**config.mk**
```make
export PLATFORM = sky130hd
export DESIGN_NAME = awg_seg_sequencer
export DESIGN_NICKNAME = d
export VERILOG_FILES = /design/src/rtl/awg_seg_sequencer.sv
export SDC_FILE = /design/constraint.sdc
export NUM_CORES = 1
export LEC_CHECK = 0
export BUFFER_PORTS_ARGS = -buffer_cell sky130_fd_sc_hd__buf_2
export CORE_MARGIN = 3
export CORE_UTILIZATION = 51
export CTS_CLUSTER_DIAMETER = 30
export DETAILED_ROUTE_END_ITERATION = 6
export GPL_ROUTABILITY_DRIVEN = 1
export PLACE_DENSITY_LB_ADDON = 0.12
export RECOVER_POWER = 50
export SYNTH_ARGS = -nofsm -noshare
export SYNTH_HDL_FRONTEND = slang
export SYNTH_SLANG_ARGS = --single-unit
```
**constraint.sdc**
```tcl
create_clock -name I_clk -period 9.7 [get_ports I_clk]
set_input_delay 0.485 -clock I_clk [delete_from_list [all_inputs] [get_ports I_clk]]
set_output_delay 0.485 -clock I_clk [all_outputs]
set_load 0.02 [all_outputs]
```
**src/rtl/awg_seg_sequencer.sv**
```systemverilog
// awg_seg_sequencer
//   Per-channel AWG playback sequencer. A trigger in IDLE snapshots the three
//   DELAY/LEN/ADDR triplets into shadow registers, then plays them in order:
//   each segment waits DELAYn cycles and then issues LENn consecutive reads
//   of the sample RAM starting at ADDRn. The address wraps modulo 2^P_W.
//   All outputs come from flops that register the state of the previous
//   cycle, so the first read appears DELAY1+2 cycles after the trigger edge.
//   I_stop aborts from any state without a done pulse.
//
//   Build option AWG_SEQ_LOOP_EN: after segment 3 the sequencer wraps back to
//   segment 1 using the same shadow values and keeps going until I_stop. A
//   pass in which every segment has zero length finishes normally instead.
//   With the macro undefined, each trigger plays a single pass.
module awg_seg_sequencer #(
    parameter int P_W    = 24,
    parameter int P_NSEG = 3
) (
    input  logic           I_clk,
    input  logic           I_rst,
    input  logic           I_trig,
    input  logic           I_stop,
    input  logic [P_W-1:0] I_delay1,
    input  logic [P_W-1:0] I_delay2,
    input  logic [P_W-1:0] I_delay3,
    input  logic [P_W-1:0] I_len1,
    input  logic [P_W-1:0] I_len2,
    input  logic [P_W-1:0] I_len3,
    input  logic [P_W-1:0] I_addr1,
    input  logic [P_W-1:0] I_addr2,
    input  logic [P_W-1:0] I_addr3,
    output logic           O_rd_en,
    output logic [P_W-1:0] O_rd_addr,
    output logic [1:0]     O_seg,
    output logic           O_busy,
    output logic           O_done
);

    localparam logic [1:0]     LP_SEG_NONE  = 2'd0;
    localparam logic [1:0]     LP_SEG_FIRST = 2'd1;
    localparam logic [1:0]     LP_SEG_LAST  = 2'(P_NSEG);
    localparam logic [P_W-1:0] LP_ZERO      = {P_W{1'b0}};
    localparam logic [P_W-1:0] LP_ONE       = P_W'(1);

    typedef enum logic [1:0] {
        ST_IDLE  = 2'd0,
        ST_DELAY = 2'd1,
        ST_PLAY  = 2'd2
    } state_t;

    // sequencing state
    state_t         state_q;
    logic [1:0]     seg_q;       // active segment 1..3, 0 in IDLE
    logic [P_W-1:0] cnt_q;       // remaining wait cycles in DELAY
    logic [P_W-1:0] rem_q;       // reads still to issue in PLAY
    logic [P_W-1:0] addr_q;      // next address to issue in PLAY
    logic           fin_q;       // sequence completed in the previous step

`ifdef AWG_SEQ_LOOP_EN
    logic           played_q;    // at least one read issued in this pass
`endif

    // shadow copies of the channel registers, index 0..2 = segment 1..3
    logic [P_W-1:0] dly_sh_q  [3];
    logic [P_W-1:0] len_sh_q  [3];
    logic [P_W-1:0] addr_sh_q [3];

    // registered outputs
    logic           rd_en_q;
    logic [P_W-1:0] rd_addr_q;
    logic [1:0]     seg_o_q;
    logic           busy_q;
    logic           done_q;

    // decode of the current segment and its successor
    logic [P_W-1:0] sel_len_d;
    logic [P_W-1:0] sel_addr_d;
    logic [P_W-1:0] nxt_cnt_d;
    logic [1:0]     nxt_seg_d;
    logic           wrap_ok_d;
    logic           seg_end_d;
    logic           finish_d;

    // Pick the current segment's shadow fields and work out where the sequence goes when it ends
    always_comb begin
        sel_len_d  = len_sh_q[0];
        sel_addr_d = addr_sh_q[0];
        nxt_cnt_d  = dly_sh_q[1];
        case (seg_q)
            2'd2: begin
                sel_len_d  = len_sh_q[1];
                sel_addr_d = addr_sh_q[1];
                nxt_cnt_d  = dly_sh_q[2];
            end
            2'd3: begin
                sel_len_d  = len_sh_q[2];
                sel_addr_d = addr_sh_q[2];
                nxt_cnt_d  = dly_sh_q[0];
            end
            default: begin
                sel_len_d  = len_sh_q[0];
                sel_addr_d = addr_sh_q[0];
                nxt_cnt_d  = dly_sh_q[1];
            end
        endcase

        if (seg_q == LP_SEG_LAST) begin
            nxt_seg_d = LP_SEG_FIRST;
        end else begin
            nxt_seg_d = seg_q + 2'd1;
        end

`ifdef AWG_SEQ_LOOP_EN
        // a pass that never read anything must not spin forever
        if ((state_q == ST_PLAY) || played_q) begin
            wrap_ok_d = 1'b1;
        end else begin
            wrap_ok_d = 1'b0;
        end
`else
        wrap_ok_d = 1'b0;
`endif

        // segment ends on its last read, or straight out of DELAY when empty
        if ((state_q == ST_DELAY) && (cnt_q == LP_ZERO) && (sel_len_d == LP_ZERO)) begin
            seg_end_d = 1'b1;
        end else if ((state_q == ST_PLAY) && (rem_q == LP_ONE)) begin
            seg_end_d = 1'b1;
        end else begin
            seg_end_d = 1'b0;
        end

        if (seg_end_d && (seg_q == LP_SEG_LAST) && !wrap_ok_d) begin
            finish_d = 1'b1;
        end else begin
            finish_d = 1'b0;
        end
    end

    // Sequencer FSM, shadow capture and output registers
    always_ff @(posedge I_clk or posedge I_rst) begin
        if (I_rst) begin
            state_q   <= ST_IDLE;
            seg_q     <= LP_SEG_NONE;
            cnt_q     <= LP_ZERO;
            rem_q     <= LP_ZERO;
            addr_q    <= LP_ZERO;
            fin_q     <= 1'b0;
`ifdef AWG_SEQ_LOOP_EN
            played_q  <= 1'b0;
`endif
            for (int i = 0; i < 3; i++) begin
                dly_sh_q[i]  <= LP_ZERO;
                len_sh_q[i]  <= LP_ZERO;
                addr_sh_q[i] <= LP_ZERO;
            end
            rd_en_q   <= 1'b0;
            rd_addr_q <= LP_ZERO;
            seg_o_q   <= LP_SEG_NONE;
            busy_q    <= 1'b0;
            done_q    <= 1'b0;
        end else if (I_stop) begin
            // abort wins over everything, shadows are kept as they are
            state_q   <= ST_IDLE;
            seg_q     <= LP_SEG_NONE;
            cnt_q     <= LP_ZERO;
            rem_q     <= LP_ZERO;
            fin_q     <= 1'b0;
            rd_en_q   <= 1'b0;
            seg_o_q   <= LP_SEG_NONE;
            busy_q    <= 1'b0;
            done_q    <= 1'b0;
        end else begin
            // outputs show what the FSM was doing in the cycle just ended
            rd_en_q <= (state_q == ST_PLAY);
            if (state_q == ST_PLAY) begin
                rd_addr_q <= addr_q;
            end else begin
                rd_addr_q <= rd_addr_q;
            end
            seg_o_q <= seg_q;
            busy_q  <= (state_q != ST_IDLE);
            done_q  <= fin_q;
            fin_q   <= 1'b0;

            case (state_q)
                ST_IDLE: begin
                    if (I_trig) begin
                        dly_sh_q[0]  <= I_delay1;
                        dly_sh_q[1]  <= I_delay2;
                        dly_sh_q[2]  <= I_delay3;
                        len_sh_q[0]  <= I_len1;
                        len_sh_q[1]  <= I_len2;
                        len_sh_q[2]  <= I_len3;
                        addr_sh_q[0] <= I_addr1;
                        addr_sh_q[1] <= I_addr2;
                        addr_sh_q[2] <= I_addr3;
                        state_q      <= ST_DELAY;
                        seg_q        <= LP_SEG_FIRST;
                        cnt_q        <= I_delay1;
`ifdef AWG_SEQ_LOOP_EN
                        played_q     <= 1'b0;
`endif
                    end else begin
                        state_q <= ST_IDLE;
                    end
                end
                ST_DELAY: begin
                    if (cnt_q != LP_ZERO) begin
                        cnt_q <= cnt_q - LP_ONE;
                    end else if (sel_len_d != LP_ZERO) begin
                        state_q <= ST_PLAY;
                        addr_q  <= sel_addr_d;
                        rem_q   <= sel_len_d;
`ifdef AWG_SEQ_LOOP_EN
                        played_q <= 1'b1;
`endif
                    end else begin
                        // empty segment: handled by the segment-end step below
                        state_q <= ST_DELAY;
                    end
                end
                ST_PLAY: begin
                    addr_q <= addr_q + LP_ONE;
                    rem_q  <= rem_q - LP_ONE;
                end
                default: begin
                    state_q <= ST_IDLE;
                    seg_q   <= LP_SEG_NONE;
                end
            endcase

            // leaving a segment: next segment's DELAY, wrap, or finish
            if (seg_end_d) begin
                if (finish_d) begin
                    state_q <= ST_IDLE;
                    seg_q   <= LP_SEG_NONE;
                    fin_q   <= 1'b1;
                end else begin
                    state_q <= ST_DELAY;
                    seg_q   <= nxt_seg_d;
                    cnt_q   <= nxt_cnt_d;
`ifdef AWG_SEQ_LOOP_EN
                    if (seg_q == LP_SEG_LAST) begin
                        played_q <= 1'b0;
                    end else begin
                        played_q <= played_q;
                    end
`endif
                end
            end else begin
                fin_q <= 1'b0;
            end
        end
    end

    assign O_rd_en   = rd_en_q;
    assign O_rd_addr = rd_addr_q;
    assign O_seg     = seg_o_q;
    assign O_busy    = busy_q;
    assign O_done    = done_q;

endmodule

```
==> flow_metrics.tcl, run 1 <==
set metrics [dict create \
    grt_pass1_vias 12100 \
    startpoint_type "flop" \
    hold_violations 0 \
    htree_levels 3 \
    io_buffer_count 248 \
    antenna_found_initial 5 \
    antenna_left 0 \
    wire_per_inst_um 19.8 \
    grt_pass1_wl_um 63700 \
    critPathTopFamily "compound AO/OA/AOI/OAI gates" \
    dp_hpwl_um 26600 \
    fillerInstances 2348 \
    synthArstFlopShare_pct 100 \
    cap_violations 2 \
    start_util_pct 52.3 \
    crit_arrival_ps 5120 \
    synth_cell_types 62 \
    hold_path_class "in -> reg" \
    synthFlopType "dfrtp_1" \
    tightest_slew_ps 5610 \
    clk_path_buf_depth 3 \
    post_cts_resized 0 \
    max_clock_freq_mhz 208 \
    place_congestion 0.843 \
    regArea_um2 7730 \
    die_h_um 179 \
    synth_top_area_share_pct 50.8 \
    crit_top_cell "buf_4" \
    holdWs_ps 161 \
    drive_gt1_share_pct 35.6 \
    dr.first_iter.drc_count 886 \
    maxSlewHeadroom_pct -276 \
    cp_num_cells 10 \
    drt_wl_total_um 40800 \
    grt.total_usage_pct 25.0 \
    min_from "I_delay2[15]" \
    p_leak_nw 8.54 \
    hold_end "dly_sh_q[39]$_DFFE_PP0P_" \
    setup_viol 0 \
    ir_worst_vdd_mv 0.147 \
    worst-path-buf-inv 2 \
    finalCriticalPeriod_ps 4810 \
    finalNonFillerCells 2060 \
    outcome "complete, but fails checks" \
    crit_chain "ha_2, buf_4, nor2_4, buf_4, a21oi_1, nand4_1, nor4_4, a41o_1, and3_1, a211oi_1" \
    ctsHoldBuffers 0 \
    place_inst 1930 \
    io_pins 249 \
    worst_skew_pair.late_latency_ps 550 \
    core_region_area_um2 29100 \
    max_stage_delay_ps 950 \
    criticalPathCategory "reg -> reg" \
    synth_area_per_cell_um2 11.0 \
    firstDrtPassIters 6 \
    rr_worst_depth 10 \
    grt_max_degree 182 \
    clock_skew_ps 29.4 \
    r2r_start "seg_q[1]$_DFFE_PP0P_" \
    cts_buffers 72 \
    yosysTopAreaCell "dfrtp_1" \
    synth_area_um2 15200 \
    power_density_nw_per_um2 249 \
    rsz0062_at_grt "no" \
    synth-seq-cells 309 \
    clock-sinks 309 \
    vias 12000 \
    yosysWarnings 0 \
    violations "max-capacitance violations, max-slew violations" \
    cts-root-buf "clkbuf_16" \
    synth_nets 1614 \
    clk_pin_slew_ps 50 \
    die_area_um2 32000 \
    hold_depth 2 \
    crit_required_ps 10010 \
    route.detailed.drc 0 \
    area_growth_syn_to_layout_pct 25.2 \
    synth_edf_count 0 \
    fin_tns_setup_ps 0 \
    r2r-end "cnt_q[0]$_DFF_PP0_" \
    syn_inst 1385 \
    stdcell_area_um2 19100 \
    rrSetupSlack_ps 4890 \
    multi_input_comb_area_um2 6970 \
    fin_crit_sh_pct 49.6 \
    rows 62 \
    postCtsSetupBuffers 0 \
    critPathMaxFanout 36 \
    seq_area_frac_synth_pct 50.8 \
    drv_slew 176 \
    avgViaCountPerCell 5.84 \
    cts_tree "built" \
    synth.area.top_cells "dfrtp_1 51%, mux2_2 17%, a22o_1 3.6%" \
    post-route-util_pct 65.5 \
    endpoint_kind "flop" \
    place_area_um2 16700 \
    nets 1849 \
    slowest_stage "a41o_1" \
    grt-ovfl-total 0 \
    die_x_um 179 \
]
-- registers in the layout (all words and copies together) (netlist names), 2 cells and up --
name / cells
len_sh_q: 72
O_rd_addr: 24
seg_q: 2
O_seg: 2
state_q: 2
addr_q: 24
dly_sh_q: 59
rem_q: 24
cnt_q: 24
addr_sh_q: 72
-- cells in the mapped netlist, types with 4 or more instances --
master	number
a22o_1	63
or3_1	5
nor4b_1	6
o211ai_1	8
nor2b_1	5
ha_1	9
buf_4	4
a21oi_1	83
buf_2	11
o32ai_1	6
nor2_1	60
nand4_1	16
nor3_1	22
xnor2_1	13
or4_1	7
nor3b_1	4
and2_1	7
nand2_1	134
mux2_2	226
clkbuf_1	68
inv_1	23
dfrtp_1	309
a31oi_1	17
a22oi_1	19
o21ai_0	51
nor4_1	20
xor2_1	8
mux2i_1	13
nand3_1	35
a211oi_1	47
nand2b_1	5
and3_1	6
buf_6	7
o31ai_1	6
a211o_1	8
buf_1	11
-- worst register-to-register path, cell delays in order (launching register included) --
cell,delay (ps)
dfrtp_1,430
ha_2,710
buf_4,510
nor2_4,230
buf_4,300
a21oi_1,330
nand4_1,200
nor4_4,550
a41o_1,950
and3_1,310
a211oi_1,50
-- cells in the final DEF, fill, tap and decap left out, drive strengths merged, types with 22 or more instances in the layout --
cell and count:
dfrtp 309, buf 234, mux2 226, nand2 134, clkbuf 123, a21oi 83, a22o 63, nor2 62
o21ai 53, a211oi 47, nand3 35, inv 26, nor4 24, nor3 22
-- power breakdown --
part	internal [mW]	leakage (nW)	switching [mW]
Combinational	0.309	3.54	0.311
Clock	1.67	1.21	0.739
Sequential	1.53	3.79	0.183
Total	3.51	8.54	1.23
-- how the worst max path moves through the flow --
| stage | startpoint | endpoint | slack (ps) |
|---|---|---|---|
| after floorplan | I_rst | O_busy$_DFF_PP0_ | 670 |
| after global placement | seg_q[1]$_DFFE_PP0P_ | cnt_q[0]$_DFF_PP0_ | 5190 |
| after detailed placement | seg_q[1]$_DFFE_PP0P_ | cnt_q[0]$_DFF_PP0_ | 4990 |
| after CTS | seg_q[1]$_DFFE_PP0P_ | cnt_q[0]$_DFF_PP0_ | 4980 |
| after global routing | seg_q[1]$_DFFE_PP0P_ | rem_q[6]$_DFFE_PP0P_ | 4540 |
| final | seg_q[1]$_DFFE_PP0P_ | cnt_q[0]$_DFF_PP0_ | 4890 |
-- per-layer routing --
| layer | vias to the layer above | routed length, um | share of wire (%) | global-route usage, % |
|---|---|---|---|---|
| li1 | 5608 | - | - | - |
| met1 | 5946 | 17700 | 43 | 33.5 |
| met2 | 384 | 19500 | 48 | 40.3 |
| met3 | 84 | 2570 | 6.3 | 5.72 |
| met4 | 8 | 1070 | 2.6 | 8.47 |
| met5 | - | 39 | 0.096 | 0 |
-- area by class of cell --
cell class | instances | share of cell area (%)
sequential | 309 | 40.6
multi-input combinational | 949 | 36.5
clock buffer | 93 | 10.6
timing repair buffer | 264 | 6.99
tap | 384 | 2.52
clock inverter | 36 | 2.30
inverter | 24 | 0.479
antenna | 1 | 0.0131
-- kinds of logic (layout without fill, tap and decap cells) --
family                   count (synthesis)  in the layout  share of synthesized area, %
AND/OR/NAND/NOR                        347            347                          11.2
XOR/XNOR                                21             21                          1.21
adder cells (fa/ha/maj)                  9              9                         0.740
buffers and inverters                  127            417                          3.68
other                                    0              1                             0
flip-flops                             309            309                          50.8
AO/OA/AOI/OAI                          333            333                          14.8
multiplexers                           239            239                          17.6
-- metrics by stage --
| stage | total power [mW] | setup slack, ps |
|---|---|---|
| 2_1_floorplan | 2.13 | 671 |
| 3_3_place_gp | 2.31 | 5190 |
| 3_5_place_dp | 2.34 | 4990 |
| 4_1_cts | 4.78 | 4980 |
| 5_1_grt | 4.94 | 4540 |
| 6_report | 4.74 | 4890 |
Note: power is estimated with default switching activity, not from simulation.
==> run 2, diff against run 1 <==
CORE_UTILIZATION = 57   (was 51)
clock period = 4.81 ns   (was 9.7 ns; I/O delays follow)
==> flow_metrics.tcl, run 2 (synthesis gave the netlist of run 1 again) <==
set metrics [dict create \
    route.detailed.drc 0 \
    grt_pass1_wl_um 75000 \
    die_h_um 169 \
    maxSlewHeadroom_pct -61.9 \
    htree_levels 2 \
    rows 59 \
    grt_max_degree 103 \
    cts-root-buf "clkbuf_16" \
    vias 13300 \
    area_growth_syn_to_layout_pct 36.1 \
    startpoint_type "flop" \
    drv_slew 316 \
    io_pins 249 \
    nets 2045 \
    p_leak_nw 9.21 \
    place_congestion 0.868 \
    fin_crit_sh_pct 79.5 \
    io_buffer_count 248 \
    post-route-util_pct 79.3 \
    routed.top_layer "met4" \
    power_density_nw_per_um2 445 \
    die_area_um2 28700 \
    place_inst 1884 \
    finalNonFillerCells 2207 \
    finalCriticalPeriod_ps 3820 \
    post_cts_resized 0 \
    hold_depth 4 \
    met1_length_um 18800 \
    clock-sinks 309 \
    cap_violations 4 \
    crit_required_ps 5220 \
    dr.first_iter.drc_count 1271 \
    grt.total_usage_pct 32.6 \
    rrSetupSlack_ps 990 \
    final_common_cell "dfrtp_1" \
    cts_tree "built" \
    max_clock_freq_mhz 262 \
    ctsHoldBuffers 204 \
    regArea_um2 7730 \
    worst_skew_pair.late_latency_ps 580 \
    criticalPathCategory "reg -> reg" \
    drive_gt1_share_pct 31.0 \
    clk_path_buf_depth 3 \
    hold_path_class "in -> reg" \
    fin_tns_setup_ps 0 \
    avgViaCountPerCell 6.03 \
    grt_pass1_vias 13900 \
    layout_common_cells "309 x dfrtp_1, 226 x mux2_2, 217 x buf_2" \
    firstDrtPassIters 5 \
    critPathMaxFanout 32 \
    outcome "complete, but fails checks" \
    clk_pin_slew_ps 50 \
    cts_buffers 61 \
    tightest_slew_ps 2430 \
    violations "max-capacitance violations, max-slew violations" \
    rr_worst_depth 8 \
    route.met3.wl_um 2780 \
    multi_input_comb_area_um2 6970 \
    antenna_found_initial 2 \
    reg_top3 "addr_sh_q: 72 flops, len_sh_q: 72 flops, dly_sh_q: 59 flops" \
    crit_arrival_ps 4230 \
    setup_viol 0 \
    core_region_area_um2 26100 \
    drt_wl_total_um 47300 \
    hold_violations 0 \
    die_x_um 169 \
    ir_worst_vdd_mv 0.350 \
    endpoint_kind "flop" \
    rsz0062_at_grt "no" \
    wire_per_inst_um 21.4 \
    wl_met2_um 24100 \
    grt-ovfl-total 0 \
    total_power_mw 9.23 \
    antenna_left 0 \
    start_util_pct 58.3 \
    fillerInstances 1561 \
    dp_hpwl_um 26100 \
    postCtsSetupBuffers 0 \
    clock_skew_ps 22.6 \
]
-- run 2: critical path, stage by stage (launching register included) --
cell	delay, ps
dfrtp_1	430
ha_2	720
nor2_4	260
a21oi_1	340
nand4_1	210
nor4_4	550
a21o_1	260
a21o_1	610
o21ai_0	240
-- run 2: final cells by class --
class                           instances  share of cell area, %
Tap cell                              335                   2.02
Clock buffer                           77                   7.85
Inverter                               24                  0.441
Multi-Input combinational cell        949                   33.6
Timing Repair Buffer                  471                   16.4
Antenna cell                            4                 0.0483
Clock inverter                         38                   2.31
Sequential cell                       309                   37.3
-- run 2: per-stage QoR --
step / instance area, um^2 / hold slack [ps] / worst slack, ps
after CTS: 20800 / 83.9 / 1150
after floorplan: 15200 / 391 / 457
final: 20700 / 219 / 987
after global routing: 20700 / 237 / 574
after detailed placement: 16700 / 452 / 1200
after global placement: 16700 / 454 / 1340
-- run 2: power by group --
part	switching [mW]	internal, mW	total [mW]
sequential	0.406	3.08	3.48
clock	1.45	2.88	4.33
combinational	0.687	0.733	1.42
total	2.54	6.69	9.23
-- run 2: metal layers --
metal,vias up,GRT usage [%]
met1,6643,41.4
met4,0,12.2
met5,-,0
li1,5998,-
met2,561,56.6
met3,109,5.50
-- run 2: final timing paths --
kind	from	to
setup / recovery	seg_q[1]$_DFFE_PP0P_	rem_q[5]$_DFFE_PP0P_
hold / removal	I_delay1[2]	cnt_q[2]$_DFF_PP0_
setup reg to reg	seg_q[1]$_DFFE_PP0P_	rem_q[5]$_DFFE_PP0P_
hold reg to reg	O_rd_addr[9]$_DFFE_PP0P_	O_rd_addr[9]$_DFFE_PP0P_
max in group asynchronous	I_rst	dly_sh_q[33]$_DFFE_PP0P_
min in group asynchronous	I_rst	O_rd_addr[18]$_DFFE_PP0P_
==> run 3, diff against run 2 <==
ABC_AREA = 1   (was default)
clock period = 3.7 ns   (was 4.81 ns; I/O delays follow)
==> flow_metrics.tcl, run 3 <==
set metrics [dict create \
    finalNonFillerCells 3009 \
    violations "max-capacitance violations, max-slew violations" \
    seq_area_frac_synth_pct 49.3 \
    hold_violations 0 \
    fillerInstances 1726 \
    start_util_pct 58.1 \
    firstDrtPassIters 6 \
    power_frac_comb_pct 23.3 \
    antenna_found_initial 4 \
    cts-root-buf "clkbuf_16" \
    core_region_area_um2 27900 \
    synth.area.top_cells "dfrtp_1 49%, nand2_1 17%, o21ai_0 5.9%" \
    tightest_slew_ps 1690 \
    crit_arrival_ps 3760 \
    wire_per_inst_um 20.1 \
    max_clock_freq_mhz 298 \
    clk_pin_slew_ps 50 \
    synth_area_um2 16200 \
    synth_top_area_share_pct 49.3 \
    power_frac_seq_pct 34.1 \
    cts_tree "built" \
    drv_slew 68 \
    maxSlewHeadroom_pct -13.4 \
    drive_gt1_share_pct 15.5 \
    hold_path_class "in -> reg" \
    min_from "I_delay1[11]" \
    r2r_start "seg_q[0]$_DFFE_PP0P_" \
    cts_buffers 68 \
    die_area_um2 30500 \
    clock-sinks 319 \
    nets 2803 \
    die_h_um 175 \
    postCtsSetupBuffers 0 \
    critPathMaxFanout 26 \
    outcome "complete, but fails checks" \
    synth_nets 2345 \
    p_sw_mw 4.86 \
    p_leak_nw 11.0 \
    grt_pass1_vias 17400 \
    finalCriticalPeriod_ps 3360 \
    dp_hpwl_um 35300 \
    startpoint_type "flop" \
    synthFlopType "dfrtp_1" \
    power_density_nw_per_um2 661 \
    worst_skew_pair.late_latency_ps 570 \
    clock_power_share_pct 42.6 \
    die_x_um 175 \
    clk_path_buf_depth 3 \
    synth_area_per_cell_um2 7.65 \
    io_pins 249 \
    cap_violations 2 \
    criticalPathCategory "reg -> reg" \
    swShare_pct 33.2 \
    rows 61 \
    setup_viol 0 \
    ir_worst_vdd_mv 0.500 \
    synth.most_common_cell "nand2_1" \
    vias 17300 \
    fin_crit_sh_pct 90.7 \
    endpoint_kind "flop" \
    synth_common_cells "739 x nand2_1, 319 x dfrtp_1, 208 x inv_1" \
    rsz0062_at_grt "no" \
    drt_wl_total_um 60600 \
    grt_pass1_wl_um 95100 \
    layout_common_cells "739 x nand2_1, 319 x dfrtp_1, 218 x buf_2" \
    grt_max_degree 194 \
    grt.total_usage_pct 39.5 \
    final_common_cell "nand2_1" \
    reg_top3 "addr_sh_q: 72 flops, len_sh_q: 72 flops, dly_sh_q: 69 flops" \
    synth_cell_types 47 \
    avgViaCountPerCell 5.75 \
    crit_required_ps 4100 \
    intPower_mw 9.77 \
    yosysWarnings 0 \
    htree_levels 3 \
    holdWs_ps 23.7 \
    place_inst 2668 \
    grt-ovfl-total 0 \
    synth_edf_count 0 \
    syn_inst 2116 \
    synth-seq-cells 319 \
    io_buffer_count 248 \
    synthArstFlopShare_pct 100 \
    antenna_left 0 \
    route.detailed.drc 0 \
    place_congestion 0.951 \
    clock_skew_ps 46.7 \
    crit_path_start "seg_q[0]$_DFFE_PP0P_" \
    area_growth_syn_to_layout_pct 36.8 \
    yosysTopAreaCell "dfrtp_1" \
    dr.first_iter.drc_count 1823 \
]
-- run 3: changes by cell type in the layout (fill, tap and decap cells not counted), sizes merged, moves of 30 or more --
cell | before | now
o21ai | 53 | 225
a22o | 63 | 0
a21oi | 83 | 53
nor2 | 62 | 170
mux2 | 226 | 0
nand3 | 35 | 71
nand2 | 134 | 753
inv | 27 | 213
a211oi | 47 | 0
-- run 3: worst paths after layout --
check | cells past startpoint | end | slack [ps]
max | 14 | cnt_q[15]$_DFF_PP0_ | 340
max in group asynchronous | 4 | cnt_q[4]$_DFF_PP0_ | 880
min | 5 | cnt_q[11]$_DFF_PP0_ | 20
min in group asynchronous | 3 | addr_sh_q[51]$_DFFE_PP0P_ | 560
min reg2reg | 2 | len_sh_q[52]$_DFFE_PP0P_ | 470
max reg2reg | 14 | cnt_q[15]$_DFF_PP0_ | 340
-- run 3: cell families after synthesis --
kind of cell	after synthesis	synth area share, %
flops	319	49.3
compound gates	392	14.1
buf+inv	324	8.35
fa+ha+maj	9	0.695
xor+xnor	26	1.41
simple gates	1046	26.1
-- run 3: cell type report --
| class | count | area (um^2) | share of cell area, % |
|---|---|---|---|
| antenna | 2 | 5.00 | 0.0226 |
| clock buffer | 95 | 1960 | 8.87 |
| clock inverter | 30 | 419 | 1.89 |
| inverter | 214 | 812 | 3.67 |
| multi-input combinational | 1473 | 6870 | 31.0 |
| sequential | 319 | 7980 | 36.0 |
| tap | 378 | 473 | 2.14 |
| timing repair buffer | 498 | 3620 | 16.4 |
-- run 3: power by group through the flow --
stage | Clock, mW | Combinational, mW | Sequential, mW
floorplan | 0 | 2.03 | 4.98
global placement | 0 | 3.02 | 4.96
detailed placement | 0 | 3.08 | 4.98
CTS | 6.24 | 3.31 | 4.95
global route | 6.45 | 3.77 | 5.07
finish | 6.24 | 3.41 | 4.99
-- run 3: timing repair --
item                      in CTS  in global routing
resized for setup              0                  0
hold endpoints to repair     241                  0
hold buffers                 214                  0
-- run 3: metrics by stage --
step	worst slack [ps]	setup TNS, ps	instance area (um^2)	util, %	power [mW]
after CTS	402	0	22200	79.8	14.5
after global placement	562	0	17700	63.5	7.99
after floorplan	-738	-235360	16200	-	7.01
after global routing	125	0	22100	79.5	15.3
final	343	0	22100	79.5	14.6
after detailed placement	431	0	17700	63.5	8.06
-- run 3: critical path: stages, from the launching register on --
cell and delay, ps:
dfrtp_1 380, inv_1 80, ha_1 340, nor2_4 540, nand2_1 200, nand2_1 120, nor2_1 50, nand3_1 110
nor2_4 70, nand4_2 90, nand2_2 110, nand2_2 430, clkinv_2 400, nor2_1 210, nor2_1 70
-- run 3: metal layers --
layer  track usage [%]  up-vias  routed length, um
met5                 0        -                 13
met4              17.7        2               3040
met3              9.59      261               5780
met2              63.9     1120              28200
met1              50.7     8190              23500
li1                  -     7742                  -
